File: config.mk
export PLATFORM = sky130hd
export DESIGN_NAME = usb_tx_encoder_flat
export DESIGN_NICKNAME = d
export VERILOG_FILES = /design/src/rtl/usb_tx_encoder_if.sv /design/src/rtl/usb_tx_encoder.sv /design/src/flat_wrapper.sv
export SDC_FILE = /design/constraint.sdc
export NUM_CORES = 1
export LEC_CHECK = 0
export CORE_MARGIN = 5
export CORE_UTILIZATION = 48
export DETAILED_ROUTE_END_ITERATION = 6
export PLACE_DENSITY = 0.68
export SLEW_MARGIN = 15
export SYNTH_ARGS = -nofsm -noshare
export SYNTH_HDL_FRONTEND = slang
export SYNTH_SLANG_ARGS = --single-unit
File: constraint.sdc
create_clock -name clk -period 3.7 [get_ports clk]
set_input_delay 0.74 -clock clk [delete_from_list [all_inputs] [get_ports clk]]
set_output_delay 0.74 -clock clk [all_outputs]
set_load 0.01 [all_outputs]
File: src/rtl/usb_tx_encoder_if.sv
// Buffer/controller-facing signal bundle of the USB full-speed transmit encoder.
// master = controller/buffer side, slave = encoder side.
interface usb_tx_encoder_if;
   logic       tx_start;
   logic [2:0] tx_packet;
   logic [7:0] tx_packet_data;
   logic [6:0] buffer_occupancy;
   logic       get_tx_packet_data;
   logic       tx_transfer_active;
   logic       tx_done;
   logic       tx_error;
   logic       dp_out;
   logic       dm_out;

   modport master (
      output tx_start, tx_packet, tx_packet_data, buffer_occupancy,
      input  get_tx_packet_data, tx_transfer_active, tx_done, tx_error, dp_out, dm_out
   );

   modport slave (
      input  tx_start, tx_packet, tx_packet_data, buffer_occupancy,
      output get_tx_packet_data, tx_transfer_active, tx_done, tx_error, dp_out, dm_out
   );
endinterface

File: src/rtl/usb_tx_encoder.sv
// USB full-speed transmit encoder: SYNC, PID, payload, CRC16, EOP with bit stuffing and NRZI.
// Optional USB_TX_ZLP_EN: data PID with zero occupancy sends a zero-length packet instead of an error.
module usb_tx_encoder #(
   parameter int unsigned CLKS_PER_BIT = 4
) (
   input logic             clk,
   input logic             rst,
   usb_tx_encoder_if.slave bus
);
   localparam int unsigned CNT_W     = (CLKS_PER_BIT > 1) ? $clog2(CLKS_PER_BIT) : 1;
   localparam logic [CNT_W-1:0] CNT_LAST = CNT_W'(CLKS_PER_BIT - 1);
   localparam logic [6:0]  MAX_BYTES = 7'd64;
   localparam logic [15:0] CRC_INIT  = 16'hFFFF;
   localparam logic [15:0] CRC_POLY  = 16'hA001;  // 0x8005 bit-reversed for LSB-first shifting
`ifdef USB_TX_ZLP_EN
   localparam bit ZLP_EN = 1'b1;
`else
   localparam bit ZLP_EN = 1'b0;
`endif

   typedef enum logic [2:0] {IDLE, SYNC, PID, DATA, CRC_LO, CRC_HI, EOP_SE0, EOP_J} state_t;

   state_t           state, state_nxt;
   logic [CNT_W-1:0] clk_cnt, clk_cnt_nxt;
   logic [2:0]       bit_idx, bit_idx_nxt;
   logic [7:0]       shreg, shreg_nxt;
   logic [3:0]       pid, pid_nxt;
   logic [6:0]       bytes_left, bytes_left_nxt;
   logic [15:0]      crc, crc_nxt;
   logic [2:0]       run, run_nxt;
   logic             line, line_nxt;
   logic             dp, dp_nxt, dm, dm_nxt;
   logic             get, get_nxt, done, done_nxt, err, err_nxt, active, active_nxt;
   logic             get_d;
   logic [7:0]       nxt_byte;

   logic             bit_end, data_pid, load_en, load_val, load_stuff;
   logic [3:0]       req_code;
   logic             req_valid, req_data, req_bad;

   assign bit_end  = (clk_cnt == CNT_LAST);
   assign data_pid = (pid[1:0] == 2'b11);

   // Packet code to PID nibble
   always_comb begin
      req_valid = 1'b1;
      case (bus.tx_packet)
         3'd1:    req_code = 4'h3;
         3'd2:    req_code = 4'hB;
         3'd3:    req_code = 4'h2;
         3'd4:    req_code = 4'hA;
         3'd5:    req_code = 4'hE;
         default: begin req_code = 4'h0; req_valid = 1'b0; end
      endcase
   end

   assign req_data = (req_code[1:0] == 2'b11);
   assign req_bad  = !req_valid ||
                     (req_data && ((bus.buffer_occupancy > MAX_BYTES) ||
                                   (bus.buffer_occupancy == 7'd0 && !ZLP_EN)));

   always_ff @(posedge clk) begin
      if (rst) begin
         state <= IDLE;   clk_cnt <= '0;   bit_idx <= 3'd0;  shreg <= 8'h00;
         pid <= 4'h0;     bytes_left <= 7'd0; crc <= CRC_INIT; run <= 3'd0;
         line <= 1'b1;    dp <= 1'b1;      dm <= 1'b0;
         get <= 1'b0;     done <= 1'b0;    err <= 1'b0;      active <= 1'b0;
         get_d <= 1'b0;   nxt_byte <= 8'h00;
      end else begin
         state <= state_nxt; clk_cnt <= clk_cnt_nxt; bit_idx <= bit_idx_nxt; shreg <= shreg_nxt;
         pid <= pid_nxt;     bytes_left <= bytes_left_nxt; crc <= crc_nxt; run <= run_nxt;
         line <= line_nxt;   dp <= dp_nxt;   dm <= dm_nxt;
         get <= get_nxt;     done <= done_nxt; err <= err_nxt; active <= active_nxt;
         get_d <= get;
         // Buffer presents the popped byte the cycle after the strobe
         if (get_d) nxt_byte <= bus.tx_packet_data;
      end
   end

   always_comb begin
      state_nxt = state;  bit_idx_nxt = bit_idx;  shreg_nxt = shreg;  pid_nxt = pid;
      bytes_left_nxt = bytes_left;  crc_nxt = crc;  run_nxt = run;  line_nxt = line;
      active_nxt = active;  get_nxt = 1'b0;  done_nxt = 1'b0;  err_nxt = 1'b0;
      clk_cnt_nxt = (state == IDLE || bit_end) ? '0 : clk_cnt + CNT_W'(1);
      load_en = 1'b0;  load_val = 1'b0;  load_stuff = 1'b0;

      case (state)
         IDLE: begin
            if (bus.tx_start) begin
               if (req_bad) begin
                  err_nxt = 1'b1;
               end else begin
                  state_nxt      = SYNC;
                  pid_nxt        = req_code;
                  bytes_left_nxt = bus.buffer_occupancy;
                  crc_nxt        = CRC_INIT;
                  run_nxt        = 3'd0;
                  bit_idx_nxt    = 3'd0;
                  shreg_nxt      = 8'h80;
                  active_nxt     = 1'b1;
                  load_en        = 1'b1;
               end
            end
         end
         SYNC, PID, DATA, CRC_LO, CRC_HI: begin
            if (bit_end) begin
               if (run == 3'd6) begin
                  load_en = 1'b1;  load_stuff = 1'b1;
               end else if (bit_idx != 3'd7) begin
                  bit_idx_nxt = bit_idx + 3'd1;
                  load_en     = 1'b1;
                  load_val    = shreg[bit_idx + 3'd1];
               end else begin
                  bit_idx_nxt = 3'd0;
                  load_en     = 1'b1;
                  case (state)
                     SYNC: begin state_nxt = PID; shreg_nxt = {~pid, pid}; end
                     PID, DATA: begin
                        if (state == PID && !data_pid) begin
                           state_nxt = EOP_SE0;
                        end else if (bytes_left != 7'd0) begin
                           state_nxt      = DATA;
                           shreg_nxt      = nxt_byte;
                           bytes_left_nxt = bytes_left - 7'd1;
                        end else begin
                           state_nxt = CRC_LO;
                           shreg_nxt = ~crc[7:0];
                        end
                     end
                     CRC_LO:  begin state_nxt = CRC_HI; shreg_nxt = ~crc[15:8]; end
                     default: state_nxt = EOP_SE0;
                  endcase
                  load_val = shreg_nxt[0];
                  if (state_nxt == EOP_SE0) begin
                     load_en  = 1'b0;
                     line_nxt = 1'b1;
                     run_nxt  = 3'd0;
                  end
               end
            end
         end
         EOP_SE0: begin
            if (bit_end) begin
               if (bit_idx == 3'd1) begin
                  state_nxt   = EOP_J;
                  bit_idx_nxt = 3'd0;
               end else begin
                  bit_idx_nxt = bit_idx + 3'd1;
               end
            end
         end
         EOP_J: begin
            if (bit_end) begin
               state_nxt  = IDLE;
               done_nxt   = 1'b1;
               active_nxt = 1'b0;
            end
         end
         default: state_nxt = IDLE;
      endcase

      // NRZI, stuff run and CRC all advance when a new bit goes onto the line
      if (load_en) begin
         line_nxt = load_val ? line : ~line;
         run_nxt  = load_val ? run + 3'd1 : 3'd0;
         if (state_nxt == DATA && !load_stuff)
            crc_nxt = {1'b0, crc[15:1]} ^ ((crc[0] ^ load_val) ? CRC_POLY : 16'h0000);
      end

      get_nxt = load_en && !load_stuff && (bit_idx_nxt == 3'd7) && (bytes_left != 7'd0) &&
                (state_nxt == DATA || (state_nxt == PID && data_pid));
      dp_nxt  = (state_nxt == EOP_SE0) ? 1'b0 : line_nxt;
      dm_nxt  = (state_nxt == EOP_SE0) ? 1'b0 : ~line_nxt;
   end

   assign bus.get_tx_packet_data = get;
   assign bus.tx_transfer_active = active;
   assign bus.tx_done            = done;
   assign bus.tx_error           = err;
   assign bus.dp_out             = dp;
   assign bus.dm_out             = dm;
endmodule

File: src/flat_wrapper.sv
// flat-port wrapper written by rule: the top's interface ports become plain ports
module usb_tx_encoder_flat 
#(
   parameter int unsigned CLKS_PER_BIT = 4
)
  (clk, rst, bus_tx_start, bus_tx_packet, bus_tx_packet_data, bus_buffer_occupancy, bus_get_tx_packet_data, bus_tx_transfer_active, bus_tx_done, bus_tx_error, bus_dp_out, bus_dm_out);
  usb_tx_encoder_if bus_i ();
  input logic clk;
  input logic rst;
  input wire logic [$bits(bus_i.tx_start)-1:0] bus_tx_start;
  input wire logic [$bits(bus_i.tx_packet)-1:0] bus_tx_packet;
  input wire logic [$bits(bus_i.tx_packet_data)-1:0] bus_tx_packet_data;
  input wire logic [$bits(bus_i.buffer_occupancy)-1:0] bus_buffer_occupancy;
  output wire logic [$bits(bus_i.get_tx_packet_data)-1:0] bus_get_tx_packet_data;
  output wire logic [$bits(bus_i.tx_transfer_active)-1:0] bus_tx_transfer_active;
  output wire logic [$bits(bus_i.tx_done)-1:0] bus_tx_done;
  output wire logic [$bits(bus_i.tx_error)-1:0] bus_tx_error;
  output wire logic [$bits(bus_i.dp_out)-1:0] bus_dp_out;
  output wire logic [$bits(bus_i.dm_out)-1:0] bus_dm_out;
  assign bus_i.tx_start = bus_tx_start;
  assign bus_i.tx_packet = bus_tx_packet;
  assign bus_i.tx_packet_data = bus_tx_packet_data;
  assign bus_i.buffer_occupancy = bus_buffer_occupancy;
  assign bus_get_tx_packet_data = bus_i.get_tx_packet_data;
  assign bus_tx_transfer_active = bus_i.tx_transfer_active;
  assign bus_tx_done = bus_i.tx_done;
  assign bus_tx_error = bus_i.tx_error;
  assign bus_dp_out = bus_i.dp_out;
  assign bus_dm_out = bus_i.dm_out;
  usb_tx_encoder #(.CLKS_PER_BIT(CLKS_PER_BIT)) u_core (.clk(clk), .rst(rst), .bus(bus_i));
endmodule
# Word-level counts from Yosys, hierarchy flattened
# Index checks and enable logic that the tools add are counted.
[word_totals]
elab_cells = 198
latch_bits = 0
n_memories = 0
out_inout_bits = 6
input_bits = 21
ram_bits = 0
rom_bits = 0
regBits = 62
[op_classes]
eq_ne = 40
reduce_logical = 34
n_shift = 0
n_bitwise = 11
n_addsub = 4
multipliers = 0
muxes = 89
order_cmp = 2
div_mod_pow = 0
[op_table]
columns = ["cell", "n"]
rows = [
  ["16-bit two-way mux", 6],
  ["3-bit two-way mux", 29],
  ["7-bit two-way mux", 8],
  ["8-bit two-way mux", 7],
  ["3-bit equality test, second input constant", 10],
  ["1-bit two-way mux", 28],
  ["8-bit one-hot mux with 3 select lines", 1],
  ["4-bit one-hot mux with 5 select lines", 1],
  ["3-bit by 2-bit equality test with 1-bit output, second input constant", 6],
  ["3-bit one-hot mux with 3 select lines", 2],
  ["8-bit inverter", 2],
  ["8-bit one-hot mux with 2 select lines", 1],
  ["15-bit by 16-bit bitwise XOR with 16-bit output", 1],
  ["7-bit one-hot mux with 2 select lines", 1],
  ["2-bit != test, second input constant", 6],
  ["3-bit by 2-bit != test with 1-bit output, second input constant", 4],
  ["3-bit one-hot mux with 4 select lines", 1],
  ["5-bit OR reduction", 2],
  ["3-bit by 1-bit equality test with 1-bit output, second input constant", 3],
  ["9-bit AND reduction", 1],
  ["1-bit logical AND", 8],
  ["8-bit AND reduction", 1],
  ["2-bit OR reduction", 4],
  ["7-bit greater-than comparator, second input constant", 1],
  ["other kinds (27)", 46],
]

# Depth between registers and ports, before layout
[depth]
ltp_word = 19
mapped_depth = 11
depth_no_buf = 9

# Least setup slack after synthesis
# OpenSTA, ideal clock, no wires.
[synth_path]
path_kind = "input-to-reg"
start = "in bus_buffer_occupancy[0]"
end = "reg u_core.crc[10]"
setup_time_ns = 0.129
t_required_ns = 3.571
path_buffers = 2
t_arrival_ns = 2.704
path_slack_ns = 0.867
cell_stages = 9
cell_sequence = "or4_4 or4_4 o2111ai_1 a21oi_2 o21bai_1 buf_4 buf_4 mux2i_1 nand2_1"
[synth_via]
elab_chain_cells = 11
elab_cells_between_ends = 18
classes_between = "order compare (1); eq/ne (1); mux (11); reduce/logical (5)"
[synth_lines]
columns = ["element", "line", "source"]
rows = [
  ["from (decl)", "flat_wrapper.sv:13", "input wire logic [$bits(bus_i.buffer_occupancy)-1:0] bus_buffer_occupancy;"],
  ["7-bit greater-than comparator / 7-bit logical NOT (equally long branches)", "usb_tx_encoder.sv:59, usb_tx_encoder.sv:60", ""],
  ["1-bit logical OR (*)", "usb_tx_encoder.sv:59", "(req_data && ((bus.buffer_occupancy > MAX_BYTES) ||"],
  ["1-bit logical AND (*)", "usb_tx_encoder.sv:59", ""],
  ["1-bit logical OR (*)", "usb_tx_encoder.sv:58", "assign req_bad = !req_valid ||"],
  ["3-bit two-way mux", "usb_tx_encoder.sv:90", "if (req_bad) begin"],
  ["3-bit two-way mux", "usb_tx_encoder.sv:89", "if (bus.tx_start) begin"],
  ["3-bit one-hot mux with 4 select lines", "usb_tx_encoder.sv:87", "case (state)"],
  ["3-bit by 2-bit equality test with 1-bit output", "usb_tx_encoder.sv:166", "if (state_nxt == DATA && !load_stuff)"],
  ["1-bit logical AND", "usb_tx_encoder.sv:166", ""],
  ["16-bit two-way mux", "usb_tx_encoder.sv:166", ""],
  ["16-bit two-way mux (*)", "usb_tx_encoder.sv:163", "if (load_en) begin"],
  ["to (signal assigned)", "usb_tx_encoder.sv:71", "pid <= pid_nxt; bytes_left <= bytes_left_nxt; crc <= crc_nxt; run <= run_nxt;"],
  ["to (decl)", "usb_tx_encoder.sv:29", "logic [15:0] crc, crc_nxt;"],
]
# Mark *: on every way between the ends. The rest lies on a longest branch, timed or not.
# A chain may end at the register's enable or synchronous reset.

# Worst setup path in the final report
[layout_path]
start = "in bus_buffer_occupancy[0]"
end = "reg u_core.crc[7]"
# The elaborated chain is that of the path after synthesis.

==> key figures <==
Status
  – Status: finished, final reports clean

Cells and area
  – Antenna diode count: 0
  – Register area: 1240 µm²
  – Fill cells: 685
  – Footprint of the multi-input gates: 2150 µm²
  – Cell area after layout: 4090 µm²
  – Share of cells above drive strength 1: 14.0%
  – Area grow syn2layout: 14.8%
  – Fin nets: 479
  – Core Util, Final: 56.4%

Worst setup path
  – CP endpoint kind: flip-flop
  – R2R Path Start: u_core.bit_idx[0]$_SDFF_PP0_
  – Reg2reg end: u_core.crc[7]$_SDFF_PP1_
  – CP startpoint kind: input port
  – Cell family with most CP delay: simple AND/OR/NAND/NOR gates
  – CP required: 3910 ps
  – Slowest stage cell, crit path: or4_4
  – R2r setup slk: 660 ps
  – Critical path arrival: 3350 ps
  – Crit Path Class: input port to flip-flop
  – Critical path buffer and inverter count: 2
  – Crit path max fanout: 7
  – Worst Reg-to-Reg Cells: 10
  – CP cell instances: clkdlybuf4s50_1, or4_4, or4_4, o2111ai_1, a21oi_2, o21bai_2, buf_4, mux2i_1, nand2_1
  – Setup crit start: bus_buffer_occupancy[0]
  – CP Capture Point: u_core.crc[7]$_SDFF_PP1_
  – Crit path depth: 9
  – Max stage delay on crit path: 580 ps
  – Most common cell on crit path: or4_4

Yosys
  – Largest family of logic cells by synthesized area: simple AND/OR/NAND/NOR gates
  – Synth async-reset ratio: 0%
  – Sequential fraction of the synthesis area: 34.8%
  – Synth Register Bits: 62
  – Synth Area in Adders: 2.46%
  – Cell count after synthesis: 428
  – Ys Warns: 0
  – Post-synth top area cell: dfxtp_1
  – Mapped Nets: 456
  – Synth Area in Compound Gates: 21.2%
  – Dominant synthesized flop cell: dfxtp_1
  – Synth Area in XOR/XNOR: 1.76%
  – Main area contributors after synthesis: dfxtp_1, mux2i_1, nand2_1
  – Post-synthesis mux area share: 11.8%
  – Yosys cell types: 70
  – Post-Synth Simple-Gate Area: 23.1%
  – Post-synth EDFFs: 0
  – Area fraction of the dominant cell type after synthesis: 34.8%
  – Syn_area_per_cell: 8.33 µm²
  – Syn Std Cell Area: 3560 µm²

Drt
  – Met3 WL post-DR: 409 µm
  – Via count: 3159
  – DRC Markers: 0
  – Met1 Routed Length: 4300 µm
  – DR top layer: met4
  – DR WL/cell: 15.4 µm
  – DR WL met2: 3700 µm
  – Iteration-0 DRC Markers: 252
  – Total wire length: 8570 µm
  – Final antenna-violating net count: 0
  – Vias/cell: 5.69
  – Pre-Repair DR Iteration Count: 5

Pwr
  – P_sw: 0.000425 W
  – Combinational power share: 17.9%
  – Total Power: 0.00148 W
  – LEAKAGE: 1.62 nW
  – Peak VDD IR: 0.200 mV
  – Switching share of power: 28.6%
  – Clk pwr share: 34.8%
  – Power per cell area: 363 nW/µm²
  – Pint: 0.00106 W
  – Seq pwr share: 47.3%

Clock tree
  – # hold bufs at CTS: 0
  – Root buf cell: clkbuf_8
  – Worst-Skew Late Latency: 330 ps
  – H-tree levels: 3
  – CTS tree: yes
  – Post_cts resized: 0
  – Setup Buffers After CTS: 0
  – # clock sinks: 62
  – Clk buf depth: 2
  – Clk pin slew, worst setup/hold paths: 70 ps
  – CTS Buf Count: 9

Worst hold path
  – Min-delay worst type: flip-flop to flip-flop
  – Hold depth: 1

GRT
  – Vias in the first global route: 2854
  – First-pass GRT wire length: 14000 µm
  – GRT Util Overall: 19.4%
  – Initial antenna violation count: 0
  – GRT overflow: 0
  – Largest net degree at the start of global routing: 44

STA
  – RSZ-0062 raised after global routing: no
  – Least-Margin Pin Slew: 696 ps
  – Final worst path period need: 3150 ps
  – Final Cycle Share: 85.0%
  – Rel. slew slack: 53.6%
  – Clk_skew: 9.88 ps
  – FMAX: 0.318 GHz
  – Setup violations, final: 0
  – Max Slew Vio Count: 0
  – Fin Setup TNS: 0 ps
  – Hold Fails Final Rpt: 0

Die
  – Die W: 96.2 µm
  – Die area: 9250 µm²
  – Starting density of the core: 49.1%
  – Number of I/O pins: 27
  – Height of the die: 96.2 µm
  – FP Rows: 31
  – Core ar.: 7250 µm²

Placed design
  – I/O Buffers: 26
  – Gpl congestion: 0.919
  – Area after DPL: 3930 µm²
  – Hpwl dp: 6240 µm

Job
  – Max Cap Viol: 0
state kept, by name, summed over array words and instances, names as in the netlist:
signal                         flops
u_core.bus.get_tx_packet_data      1
u_core.crc                        16
u_core.shreg                       8
u_core.clk_cnt                     2
u_core.bytes_left                  7
u_core.bus.dp_out                  1
u_core.pid                         4
u_core.bus.dm_out                  1
u_core.run                         3
u_core.state                       3
u_core.nxt_byte                    8
u_core.bus.tx_transfer_active      1
u_core.bus.tx_done                 1
u_core.line                        1
u_core.get_d                       1
u_core.bit_idx                     3
u_core.bus.tx_error                1
worst register-to-register path, stage by stage (launching register included):
cell,delay [ps]
dfxtp_1,510
ha_1,210
ha_1,360
nand2_1,180
nor3b_1,410
nand2_1,160
o211ai_1,280
o21bai_2,260
buf_4,250
mux2i_1,210
nand2_1,70
power groups by stage:
stage / Combinational (W) / Sequential, W / Clock [W]
floorplan: 0.000182 / 0.000712 / 0
global placement: 0.000262 / 0.000716 / 0
detailed placement: 0.000264 / 0.000717 / 0
CTS: 0.000265 / 0.000702 / 0.000527
global route: 0.000295 / 0.000703 / 0.000558
finish: 0.000266 / 0.000702 / 0.000517
layout make-up:
type                            count  area share (%)
Clock inverter                      4           0.550
Inverter                           13            1.19
Sequential cell                    62            30.3
Multi-Input combinational cell    326            52.6
Timing Repair Buffer               39            8.74
Clock buffer                       12            3.55
Tap cell                           99            3.03
layout by cell type, fill, tap and decap left out, types with 12 or more instances in the layout:
cell type        Yosys  layout
inv_1               12      12
or2_2               18      18
buf_4                3      13
mux2i_1             34      34
dfxtp_1             62      62
clkdlybuf4s50_1      0      26
a21oi_1             28      28
o21ai_0             24      24
nand2_1             50      50
nor2_1              50      50
through the flow:
stage          hold slack (ps)  setup WS (ps)  std cells
2_1_floorplan              405            867        428
3_3_place_gp               413            246        539
3_5_place_dp               423            190        539
4_1_cts                    433            549        555
5_1_grt                    452            410        555
6_report                   430            555        555
kinds of logic (layout without fill, tap and decap cells):
family,count (synthesis),in the layout
buffers and inverters,40,68
AO/OA/AOI/OAI,110,110
AND/OR/NAND/NOR,166,166
adder cells (fa/ha/maj),7,7
multiplexers,39,39
flip-flops,62,62
XOR/XNOR,4,4
Yosys cell counts (all sizes together), types with 2 or more instances:
library cell and number:
a21boi 2, nor2 51, nand2 50, nand3 4
a21oi 29, and2 2, clkbuf 19, nor4b 2
o21ai 26, nor3 6, o22ai 8, ha 7
nor2b 7, nor3b 2, a211o 2, a31oi 12
or2 18, nand2b 8, mux4 2, inv 12
xnor3 2, o21bai 4, a21o 2, dfxtp 62
nand4b 3, nand3b 4, mux2i 35, o21a 3
a211oi 2, mux2 2, a22oi 2, or4 2
nand4 2, buf 8, o211ai 4
how the worst min path moves through the flow:
stage	startpoint	endpoint	slack (ps)
floorplan	u_core.clk_cnt[0]$_SDFF_PP0_	u_core.clk_cnt[0]$_SDFF_PP0_	410
global placement	u_core.clk_cnt[0]$_SDFF_PP0_	u_core.clk_cnt[0]$_SDFF_PP0_	410
detailed placement	u_core.clk_cnt[0]$_SDFF_PP0_	u_core.clk_cnt[0]$_SDFF_PP0_	420
CTS	u_core.clk_cnt[0]$_SDFF_PP0_	u_core.clk_cnt[0]$_SDFF_PP0_	430
global route	u_core.clk_cnt[0]$_SDFF_PP0_	u_core.clk_cnt[0]$_SDFF_PP0_	450
finish	u_core.clk_cnt[0]$_SDFF_PP0_	u_core.clk_cnt[0]$_SDFF_PP0_	430
layer usage:
metal,vias up,GRT usage [%]
met5,-,0
met4,0,9.00
met3,20,3.44
met2,86,27.3
met1,1482,28.5
li1,1571,-
No activity file was read; power rests on OpenSTA's default activity.
